==> config.mk <==
export PLATFORM = sky130hd
export DESIGN_NAME = pllvr_lock_supervisor
export DESIGN_NICKNAME = d
export VERILOG_FILES = /design/src/rtl/pllvr_lock_supervisor.sv
export SDC_FILE = /design/constraint.sdc
export NUM_CORES = 1
export LEC_CHECK = 0
export CORE_MARGIN = 1
export CORE_UTILIZATION = 55
export DETAILED_ROUTE_END_ITERATION = 8
export GPL_ROUTABILITY_DRIVEN = 0
export GPL_TIMING_DRIVEN = 0
export PLACE_DENSITY_LB_ADDON = 0.3
export REMOVE_ABC_BUFFERS = 1
export SETUP_SLACK_MARGIN = 0.05
export SLEW_MARGIN = 30
export SYNTH_ARGS = -nofsm -noshare
export SYNTH_HDL_FRONTEND = slang
export SYNTH_SLANG_ARGS = --single-unit
==> constraint.sdc <==
create_clock -name clkin -period 6.7 [get_ports clkin]
set_input_delay 0.67 -clock clkin [delete_from_list [all_inputs] [get_ports clkin]]
set_output_delay 0.67 -clock clkin [all_outputs]
set_load 0.05 [all_outputs]
==> src/rtl/pllvr_lock_supervisor.sv <==
// PLLVR supervisor: drives PLL reset and divider selects, qualifies LOCK,
// retries failed lock attempts, and releases downstream resets in a
// staggered order once the PLL is stable. Runtime divider changes are
// taken over a valid/ready handshake while running or failed.
//
// state      | meaning
// -----------+--------------------------------------------------------
// RST_PLL    | pll_reset held high for RESET_HOLD cycles
// WAIT_LOCK  | waiting for LOCK_STABLE consecutive lock cycles or timeout
// RELEASE    | staggered deassertion of rst_out
// RUN        | locked, accepting reconfiguration requests
// FAIL       | retries exhausted, PLL held in reset until reconfigured
module pllvr_lock_supervisor #(
  parameter int unsigned RESET_HOLD   = 12,
  parameter int unsigned LOCK_STABLE  = 1200,
  parameter int unsigned LOCK_TIMEOUT = 12000,
  parameter int unsigned MAX_RETRIES  = 3,
  parameter int unsigned NUM_RST      = 2,
  parameter int unsigned RST_STAGGER  = 16,
  parameter logic [5:0]  DEF_IDSEL    = 6'd63,
  parameter logic [5:0]  DEF_FBDSEL   = 6'd24,
  parameter logic [5:0]  DEF_ODSEL    = 6'd62
) (
  input  logic                               clkin,
  input  logic                               reset,
  input  logic                               pll_lock,
  output logic                               pll_reset,
  output logic [5:0]                         idsel,
  output logic [5:0]                         fbdsel,
  output logic [5:0]                         odsel,
  input  logic                               cfg_valid,
  output logic                               cfg_ready,
  input  logic [5:0]                         cfg_idsel,
  input  logic [5:0]                         cfg_fbdsel,
  input  logic [5:0]                         cfg_odsel,
  output logic [NUM_RST-1:0]                 rst_out,
  output logic                               locked,
  output logic                               lock_lost,
  output logic                               fail,
  output logic [$clog2(MAX_RETRIES+1)-1:0]   retry_cnt
);

  localparam int unsigned HW  = $clog2(RESET_HOLD + 1);
  localparam int unsigned TW  = $clog2(LOCK_TIMEOUT + 1);
  localparam int unsigned SW  = $clog2(LOCK_STABLE + 1);
  localparam int unsigned RW  = $clog2((NUM_RST - 1) * RST_STAGGER + 2);
  localparam int unsigned RCW = $clog2(MAX_RETRIES + 1);
  localparam logic [RW-1:0] REL_LAST = RW'((NUM_RST - 1) * RST_STAGGER);

  typedef enum logic [2:0] {
    ST_RST_PLL,
    ST_WAIT_LOCK,
    ST_RELEASE,
    ST_RUN,
    ST_FAIL
  } state_t;

  state_t        state;
  logic [1:0]    sync;
  logic          lsync;
  logic [HW-1:0] hold_cnt;
  logic [TW-1:0] tmo_cnt;
  logic [SW-1:0] stab_cnt;
  logic [SW-1:0] stab_nxt;
  logic          stab_done;
  logic [RW-1:0] rel_cnt;
  logic          accept;

  assign lsync  = sync[1];
  assign accept = cfg_valid && cfg_ready;

  // Two-flop synchroniser for the asynchronous PLL lock indication.
  always_ff @(posedge clkin) begin
    if (reset) sync <= 2'b00;
    else       sync <= {sync[0], pll_lock};
  end

  // Stability count as it will be after this edge; reaching the target wins over timeout.
  always_comb begin
    stab_nxt  = lsync ? stab_cnt + 1'b1 : '0;
    stab_done = (stab_nxt == SW'(LOCK_STABLE));
  end

  // Sequencer: PLL reset, lock qualification, retries, staged release, reconfiguration.
  always_ff @(posedge clkin) begin
    if (reset) begin
      state     <= ST_RST_PLL;
      hold_cnt  <= HW'(RESET_HOLD - 1);
      tmo_cnt   <= '0;
      stab_cnt  <= '0;
      rel_cnt   <= '0;
      pll_reset <= 1'b1;
      rst_out   <= '1;
      locked    <= 1'b0;
      lock_lost <= 1'b0;
      fail      <= 1'b0;
      cfg_ready <= 1'b0;
      retry_cnt <= '0;
      idsel     <= DEF_IDSEL;
      fbdsel    <= DEF_FBDSEL;
      odsel     <= DEF_ODSEL;
    end else begin
      lock_lost <= 1'b0;
      case (state)
        ST_RST_PLL: begin
          if (hold_cnt == '0) begin
            state     <= ST_WAIT_LOCK;
            pll_reset <= 1'b0;
            tmo_cnt   <= TW'(LOCK_TIMEOUT - 1);
            stab_cnt  <= '0;
          end else begin
            hold_cnt <= hold_cnt - 1'b1;
          end
        end
        ST_WAIT_LOCK: begin
          stab_cnt <= stab_nxt;
          if (tmo_cnt != '0) tmo_cnt <= tmo_cnt - 1'b1;
          if (stab_done) begin
            state   <= ST_RELEASE;
            rel_cnt <= '0;
          end else if (tmo_cnt == '0) begin
            pll_reset <= 1'b1;
            if (retry_cnt < RCW'(MAX_RETRIES)) begin
              retry_cnt <= retry_cnt + 1'b1;
              state     <= ST_RST_PLL;
              hold_cnt  <= HW'(RESET_HOLD - 1);
            end else begin
              state     <= ST_FAIL;
              fail      <= 1'b1;
              cfg_ready <= 1'b1;
            end
          end
        end
        ST_RELEASE: begin
          if (!lsync) begin
            state     <= ST_RST_PLL;
            hold_cnt  <= HW'(RESET_HOLD - 1);
            pll_reset <= 1'b1;
            lock_lost <= 1'b1;
            locked    <= 1'b0;
            rst_out   <= '1;
          end else begin
            for (int i = 0; i < int'(NUM_RST); i++) begin
              if (rel_cnt == RW'(i * RST_STAGGER)) rst_out[i] <= 1'b0;
            end
            if (rel_cnt == REL_LAST) begin
              state     <= ST_RUN;
              locked    <= 1'b1;
              cfg_ready <= 1'b1;
            end
            rel_cnt <= rel_cnt + 1'b1;
          end
        end
        ST_RUN, ST_FAIL: begin
          if (accept) begin
            idsel     <= cfg_idsel;
            fbdsel    <= cfg_fbdsel;
            odsel     <= cfg_odsel;
            state     <= ST_RST_PLL;
            hold_cnt  <= HW'(RESET_HOLD - 1);
            pll_reset <= 1'b1;
            cfg_ready <= 1'b0;
            locked    <= 1'b0;
            rst_out   <= '1;
            fail      <= 1'b0;
            retry_cnt <= '0;
          end else if (state == ST_RUN && !lsync) begin
            state     <= ST_RST_PLL;
            hold_cnt  <= HW'(RESET_HOLD - 1);
            pll_reset <= 1'b1;
            lock_lost <= 1'b1;
            locked    <= 1'b0;
            rst_out   <= '1;
            cfg_ready <= 1'b0;
          end
        end
        default: begin
          state     <= ST_RST_PLL;
          hold_cnt  <= HW'(RESET_HOLD - 1);
          pll_reset <= 1'b1;
        end
      endcase
    end
  end

endmodule

==> flow_summary.json <==
{
  "status": "completed",
  "cts_setup_buffers": 0,
  "grt_overflow": 0,
  "worstSetupStartpoint": "state[0]",
  "period_needed_ps": 3040,
  "setup_tns_ps": 0,
  "finalClockSkew_ps": 4.99,
  "setup_viol": 0,
  "route.vias.total": 2972,
  "yosys-top-cells-area": "dfxtp_1 (40%), nand2_1 (6.7%), a21oi_1 (5.1%)",
  "final_cell_mix": "dfxtp_1 (66), nand2_1 (59), clkdlybuf4s50_1 (47)",
  "max_stage_delay_ps": 530,
  "std_cell_rows": 27,
  "p_leak_nw": 1.46,
  "rsz0062_at_grt": "no",
  "io_buffers": 48,
  "postRouteAntennaNets": 0,
  "final_net_count": 464,
  "synth_cell_type_count": 59,
  "hp-class": "flop to flop",
  "synthArstFlopShare": 0,
  "grtUsageTotal": 0.262,
  "worst-path-buf-inv": 0,
  "die_h_um": 79.7,
  "viasPerCell": 5.82,
  "syn-instance-count": 401,
  "synth_flop_cell": "dfxtp_1",
  "synth_edf_count": 0,
  "antenna_found_initial": 0,
  "max_freq_ghz": 0.329,
  "cts_tree": "done",
  "ioPinCount": 49,
  "maxCapViolations": 0,
  "drv_slew": 0,
  "finalNonFillerCells": 511,
  "reg2reg_depth": 6,
  "postCtsHoldBufs": 0,
  "hpwl_um": 5170,
  "num_antenna_cells": 0,
  "critPathKind": "flop to flop",
  "synth_warnings": 0,
  "die-area_um2": 6350,
  "wl_per_cell_um": 14.8,
  "worstPathCellList": "nor3b_2, nand2_1, a211oi_2, nand4_1, nand3_1, mux2_2",
  "critPathArrivalTime_ps": 3260,
  "grt_pass1_wl_um": 13000,
  "timing.final.crit_share": 0.453,
  "cts_root_buf": "clkbuf_8",
  "syn2layout_area_growth_pct": 20.4,
  "drive_above_1_share": 0.0820,
  "clk_pin_slew_worst_paths_ps": 70,
  "routed_wl_um": 7570,
  "cp-endpoint": "cfg_ready",
  "grt_max_degree": 72,
  "syn_area_um2": 3320,
  "regToRegStartpoint": "state[0]",
  "clockBufferDepth": 2,
  "power_density_nw_per_um2": 327,
  "critical-path-top-delay-family": "simple AND/OR/NAND/NOR gates",
  "synth.avg_cell_area_um2": 8.27,
  "first_global_vias": 2797,
  "reg2reg_to": "cfg_ready",
  "worst-path-stages": 6,
  "placed_cells": 496,
  "firstDrtPassIters": 4,
  "yosysTopAreaCell": "dfxtp_1",
  "drt_iter0_markers": 246,
  "route.detailed.drc": 0,
  "worst_path_max_delay_cell": "dfxtp_1",
  "start_util": 0.584,
  "cts_made_buffers": 9,
  "fp.dieW_um": 79.7,
  "ys_seq_elements": 66,
  "finalHoldViolations": 0,
  "layout_commonest_cell": "dfxtp_1",
  "synth-seq-area-share": 0.398,
  "tightest_slew_ps": 915,
  "required_ps": 6930,
  "clock_latency_ps": 340,
  "cts-resized-gates": 0,
  "synth.top_cell.area_share": 0.398,
  "worstPathMaxFanout": 12,
  "vdd_drop_max_uv": 173,
  "r2r_slack_ps": 3660,
  "cts.htree.levels": 3,
  "numClockSinks": 66,
  "slew_headroom": 0.390,
  "coreArea_um2": 5680,
  "crit_path_start_kind": "flop",
  "critPathCaptureType": "flop"
}
[cell families after synthesis]
logic type | after synthesis | synth area share
AO/OA/AOI/OAI | 82 | 0.158
XOR/XNOR | 18 | 0.0475
adder cells (fa/ha/maj) | 7 | 0.0264
buffers and inverters | 34 | 0.0392
flip-flops | 66 | 0.398
multiplexers | 3 | 0.00943
AND/OR/NAND/NOR | 191 | 0.321
[registers in the layout, summed over array words and instances, names as in the netlist, 2 cells and up]
register   cells
odsel          6
retry_cnt      2
sync           2
hold_cnt       4
tmo_cnt       14
state          3
rst_out        2
stab_cnt      11
fbdsel         6
idsel          6
rel_cnt        5
[metrics by stage]
stage	hold WS, ps	utilization	setup slack [ps]	total power, mW	instance area [um^2]
floorplan	414	-	4260	0.857	3220
global placement	420	0.668	3220	0.950	3790
detailed placement	431	0.668	3740	0.966	3790
CTS	447	0.703	3700	1.31	3990
global route	475	0.703	3390	1.39	3990
finish	443	0.703	3660	1.30	3990
[worst min-delay path by stage]
stage,start,end,slack (ps),cells after the start
2_1_floorplan,sync[0],sync[1],410,1
3_3_place_gp,sync[0],sync[1],420,1
3_5_place_dp,sync[0],sync[1],430,1
4_1_cts,sync[0],sync[1],450,1
5_1_grt,sync[0],sync[1],470,1
6_report,sync[0],sync[1],440,1
[report_power, final]
part,switching [mW],internal [mW]
Combinational,0.267,0.215
Sequential,0.0481,0.433
Clock,0.141,0.200
Total,0.457,0.848
[synthesized netlist by cell type, types with 2 or more instances]
master / number
and2_1: 3
xnor2_1: 13
buf_2: 2
a311oi_1: 3
a211oi_1: 9
nor3b_1: 5
nand3_1: 7
a22oi_1: 2
nand2_1: 59
nor3_1: 19
nand2b_1: 5
ha_1: 7
a31oi_1: 4
dfxtp_1: 66
or4_1: 3
a211o_1: 3
inv_1: 9
nor4_1: 5
nor2b_1: 3
o21ai_0: 12
xor2_1: 5
nand3b_1: 16
or3_2: 3
or3_1: 4
and4_1: 3
mux2i_1: 2
o21a_1: 3
a31o_2: 2
or3b_2: 4
clkbuf_1: 23
a21oi_1: 34
nor2_1: 28
nand4_1: 8
nor4b_1: 2
[per-layer routing]
layer	wire, um	vias to the layer above	track usage
li1	-	1503	-
met2	3650	78	0.430
met4	156	0	0.102
met3	317	15	0.0674
met5	0	-	0
met1	3450	1376	0.326
[area by class of cell]
| class | count | area [um^2] |
|---|---|---|
| Clock inverter | 2 | 35.0 |
| Multi-Input combinational cell | 301 | 1870 |
| Tap cell | 72 | 90.1 |
| Fill cell | 456 | 1680 |
| Sequential cell | 66 | 1320 |
| Inverter | 9 | 33.8 |
| Clock buffer | 13 | 169 |
| Timing Repair Buffer | 48 | 478 |
Note: power is estimated with default switching activity, not from simulation.
